**config.mk**
```make
export PLATFORM = sky130hd
export DESIGN_NAME = serial_adder_ctrl
export DESIGN_NICKNAME = d
export VERILOG_FILES = /design/src/rtl/serial_adder_ctrl_pkg.sv /design/src/rtl/serial_fa_cell.sv /design/src/rtl/serial_adder_ctrl.sv
export SDC_FILE = /design/constraint.sdc
export NUM_CORES = 1
export LEC_CHECK = 0
export CORE_MARGIN = 4
export CORE_UTILIZATION = 40
export DETAILED_ROUTE_END_ITERATION = 10
export PLACE_DENSITY = 0.68
export SLEW_MARGIN = 0
export SYNTH_ARGS = -nofsm -noshare
export SYNTH_HDL_FRONTEND = slang
export SYNTH_SLANG_ARGS = --single-unit
```
**constraint.sdc**
```tcl
create_clock -name clk -period 2.46 [get_ports clk]
set_input_delay 0.369 -clock clk [delete_from_list [all_inputs] [get_ports clk]]
set_output_delay 0.369 -clock clk [all_outputs]
set_load 0.01 [all_outputs]
```
**src/rtl/serial_adder_ctrl_pkg.sv**
```systemverilog
// serial_adder_ctrl_pkg: shared state encoding and default width for the serial adder
package serial_adder_ctrl_pkg;
  localparam int DEFAULT_WIDTH = 8;
  typedef enum logic [1:0] {
    ST_IDLE  = 2'd0,
    ST_SHIFT = 2'd1,
    ST_DONE  = 2'd2
  } state_t;
endpackage

```
**src/rtl/serial_fa_cell.sv**
```systemverilog
// serial_fa_cell: full adder with a carry flop, cleared on each new operation
module serial_fa_cell (
  input  logic clk,
  input  logic rst_n,
  input  logic clr,
  input  logic en,
  input  logic a,
  input  logic b,
  output logic s,
  output logic co
);
  logic carry;
  assign s  = a ^ b ^ carry;
  assign co = (a & b) | (a & carry) | (b & carry);
  always_ff @(posedge clk or negedge rst_n)
    if (!rst_n) carry <= 1'b0;
    else if (clr) carry <= 1'b0;
    else if (en) carry <= co;
endmodule

```
**src/rtl/serial_adder_ctrl.sv**
```systemverilog
// serial_adder_ctrl: bit-serial adder sequencer with start/done handshake
module serial_adder_ctrl
  import serial_adder_ctrl_pkg::*;
#(
  parameter int WIDTH = DEFAULT_WIDTH
) (
  input  logic             clk,
  input  logic             rst_n,
  input  logic             start,
  input  logic [WIDTH-1:0] a,
  input  logic [WIDTH-1:0] b,
  output logic             busy,
  output logic             done,
  output logic [WIDTH-1:0] sum,
  output logic             cout
);
  localparam int CW = $clog2(WIDTH);
  state_t state, nxt;
  logic [WIDTH-1:0] sa, sb, sr, sr_nxt;
  logic [CW-1:0] cnt;
  logic s, co, accept, last;
  assign busy   = state == ST_SHIFT;
  assign done   = state == ST_DONE;
  assign accept = state == ST_IDLE && start;
  assign last   = cnt == CW'(WIDTH - 1);
  assign sr_nxt = {s, sr[WIDTH-1:1]};
  serial_fa_cell u_fa (
    .clk  (clk),
    .rst_n(rst_n),
    .clr  (accept),
    .en   (busy),
    .a    (sa[0]),
    .b    (sb[0]),
    .s    (s),
    .co   (co)
  );
  // the unused encoding 2'd3 falls through to IDLE
  always_comb begin
    nxt = ST_IDLE;
    if (state == ST_IDLE) nxt = start ? ST_SHIFT : ST_IDLE;
    else if (state == ST_SHIFT) nxt = last ? ST_DONE : ST_SHIFT;
  end
  always_ff @(posedge clk or negedge rst_n)
    if (!rst_n) begin
      state <= ST_IDLE;
      sa    <= '0;
      sb    <= '0;
      sr    <= '0;
      cnt   <= '0;
      sum   <= '0;
      cout  <= 1'b0;
    end else begin
      state <= nxt;
      if (accept) begin
        sa  <= a;
        sb  <= b;
        cnt <= '0;
      end else if (busy) begin
        sa  <= sa >> 1;
        sb  <= sb >> 1;
        sr  <= sr_nxt;
        cnt <= cnt + CW'(1);
        if (last) begin
          sum  <= sr_nxt;
          cout <= co;
        end
      end
    end
endmodule
```
==> metrics.md <==
| Metric | Value |
|---|---|
| Final #Nets | `168` |
| # resized after CTS | `0` |
| Via count | `1028` |
| Net load switching power | `0.766 mW` |
| Grt ovf | `0` |
| Largest stage delay on the critical path | `0.58 ns` |
| Area of placed instances | `2000 um^2` |
| Synth-to-Final Area Change | `23.7%` |
| Cell internal pwr | `1.76 mW` |
| Clock tree from TritonCTS | `built` |
| Clock power frac | `16.2%` |
| Detailed-router iteration count before antenna repair | `3` |
| Antenna violations before repair | `0` |
| Die height | `72.9 um` |
| Width of the chip | `72.9 um` |
| Initial core utilization | `41.8%` |
| Ant diodes | `0` |
| Crit path arrival time | `1.63 ns` |
| DRT antenna net count | `0` |
| Clock-pin slew on the worst setup and hold paths | `0.07 ns` |
| Netlist area before placement | `1680 um^2` |
| Largest fanout on the critical path | `11` |
| Destination of the worst register-to-register timing path | `sum[7]` |
| Final hold slack | `0.179 ns` |
| Cell area power density | `1210 nW/um^2` |
| Post-synthesis average cell area | `14.5 um^2` |
| Slowest cell on the critical path | `clkdlybuf4s50_1` |
| Cell chosen for the clock root | `clkbuf_8` |
| Worst slew margin | `45.1%` |
| Type of the worst min-delay path | `in2async` |
| MaxCap Viol Count | `0` |
| Proportion of power drawn by flip-flops and latches | `43.7%` |
| Fill cells | `346` |
| H-tree depth reported by CTS | `2` |
| Number of buffers between clock root and the deepest sink | `2` |
| Min Tclk post-route | `2.00 ns` |
| Fmax | `500 MHz` |
| Post-detailed-route DRC marker count | `0` |
| Slew Limit Fails | `0` |
| Reported leakage power | `0.883 nW` |
| Post-synthesis instance total | `116` |
| Part of the power in combinational logic | `40.1%` |
| Type of the worst setup path | `reg2out` |
| Sequential cell area fraction in the yosys report | `56.5%` |
| Total negative slack for setup checks | `0 ns` |
| Max IR drop VDD | `535 uV` |
| Flop2flop setup slack | `0.76 ns` |
| CTS sink cnt | `38` |
| Setup crit start kind | `flop` |
| Layout cell share with drive strength beyond 1 | `28.3%` |
| Routed WL per cell | `15.4 um` |
| Layout Cell Area excl Fill | `2080 um^2` |
| Area inside the core boundary | `4030 um^2` |
| Fraction of power spent switching nets | `30.3%` |
| Actual transition at the worst max-transition pin | `0.823 ns` |
| Vias in the first global route | `1052` |
| Count of input and output buffers | `29` |
| Pin count of the biggest net entering global routing | `39` |
| Outcome | `completed` |
| Share of the clock period used by the worst path after layout | `81.2%` |
| Hold Violations, Final | `0` |
| Number of buffers inserted by post-CTS setup repair | `0` |
| Die Area | `5310 um^2` |
| Setup crit start | `state[0]` |
| Reg-to-Reg Start | `cnt[0]` |
| Required time of the worst setup path | `2.09 ns` |
| Io pins | `30` |
| Synthesized net count | `138` |
| Count of cells along the worst register-to-register path | `4` |
| Clock latency reported for the late side of the worst-skew pair | `0.28 ns` |
| Routability congestion estimate | `0.749` |
| Detail-routed via count per cell | `5.27` |
| Number of buffers inserted for hold repair after clock tree synthesis | `0` |
| RSZ-0062 raised after global routing | `no` |
| Number of DRC markers after the initial detailed-route iteration | `49` |
| Final HPWL DP | `2.10 mm` |
| Setup-violating endpoint count in the final report | `0` |
| Total detailed-routing wirelength | `3.00 mm` |
| Cell variety after synth | `25` |
| Number of placement rows | `23` |
| All-layer global routing usage | `12.8%` |
| Synthesized flop and latch total | `38` |
| Number of warnings issued by yosys | `0` |
| First-pass GRT wire length | `5.19 mm` |
| Crit path capture type | `output pin` |
| Final Skew | `0.00707 ns` |
| Number of clock buffers inserted by TritonCTS | `5` |
| Cell breakdown of the critical path | `buf_4 > nand2b_1 > inv_1 > clkdlybuf4s50_1` |
critical path: cells and delay by family (launching register included):
kind	cells	cell delay, ns
buffers and inverters	3	0.93
flip-flops	1	0.34
AND/OR/NAND/NOR	1	0.08
cells in the mapped netlist (all sizes together):
cell type   n  area [um^2]
dfrtp      38          951
mux2       16          180
o221a      12          135
or4b       12          120
buf         7         46.3
inv         4         15.0
a22o        3         26.3
clkbuf      3         15.0
nor3b       3         22.5
a211o       2         17.5
ha          2         25.0
nor4b       2         17.5
nor4bb      2         20.0
a211oi      1         7.51
a21oi       1         5.00
a221oi      1         8.76
fa          1         20.0
mux2i       1         10.0
nand2b      1         6.26
nand3b      1         7.51
nor2b       1         6.26
o21ba       1         10.0
o21bai      1         11.3
logic make-up after synthesis:
| kind of cell | after synthesis | synth area share, % |
|---|---|---|
| AOI/OAI and AO/OA | 22 | 13.2 |
| adders and majority gates | 3 | 2.67 |
| and+or+nand+nor | 22 | 11.9 |
| DFF | 38 | 56.5 |
| buffers and inverters | 14 | 4.53 |
| muxes | 17 | 11.3 |
stage by stage:
step	cells	worst slack, ns	total power [mW]	utilization, %
2_1_floorplan	116	0.982	1.79	-
6_report	195	0.462	2.52	51.7
3_3_place_gp	189	0.577	2.09	49.7
5_1_grt	195	0.354	2.71	51.7
4_1_cts	195	0.446	2.56	51.7
3_5_place_dp	189	0.518	2.15	49.7
layer usage:
metal | GRT usage [%] | share of wire (%) | vias to the layer above
met4 | 4.30 | 1.2 | 0
li1 | - | - | 507
met1 | 17.6 | 47 | 495
met3 | 3.99 | 4.9 | 4
met2 | 19.1 | 47 | 22
met5 | 0 | 0 | -
sequential cells by signal (all words and copies together) (netlist names):
name and flops:
u_fa.carry 1, sr 7, state 2, sa 8, sb 8, cout 1
cnt 3, sum 8
layout make-up:
| type | instances | area [um^2] | area share (%) |
|---|---|---|---|
| flip-flops and latches | 38 | 951 | 45.6 |
| clock buffers | 6 | 82.6 | 3.96 |
| well taps | 50 | 62.6 | 3.00 |
| multi-input cells | 64 | 657 | 31.5 |
| inverters | 4 | 15.0 | 0.721 |
| repair buffers | 33 | 315 | 15.1 |
placed cells by master (no fill, tap or decap):
master           netlist  routed
dfrtp_1               38      38
clkdlybuf4s50_1        0      28
mux2_2                16      16
or4b_1                12      12
o221a_2               12      12
clkbuf_8               0       6
inv_1                  4       4
buf_4                  2       4
nor3b_1                3       3
a22o_1                 3       3
nor4bb_1               2       2
a211o_1                2       2
nor4b_1                2       2
ha_1                   2       2
o21bai_2               1       1
a21oi_1                1       1
nand2b_1               1       1
nor2b_1                1       1
nand3b_1               1       1
o21ba_2                1       1
a211oi_1               1       1
a221oi_1               1       1
mux2i_1                1       1
fa_1                   1       1
buf_2                  4       1
worst max path at each step:
stage,to,depth (start not counted),slack [ns]
after floorplan,cout,5,0.98
after global placement,sb[3],3,0.58
after detailed placement,sa[3],3,0.52
after CTS,busy,4,0.45
after global routing,busy,4,0.35
final,busy,4,0.46
power groups by stage:
stage          Sequential (mW)  Combinational [mW]  Clock [mW]
4_1_cts                   1.11                1.03       0.420
6_report                  1.10                1.01       0.408
2_1_floorplan             1.11               0.674           0
5_1_grt                   1.14                1.13       0.449
3_5_place_dp              1.11                1.03           0
3_3_place_gp              1.10               0.996           0
Note: power is estimated with default switching activity, not from simulation.
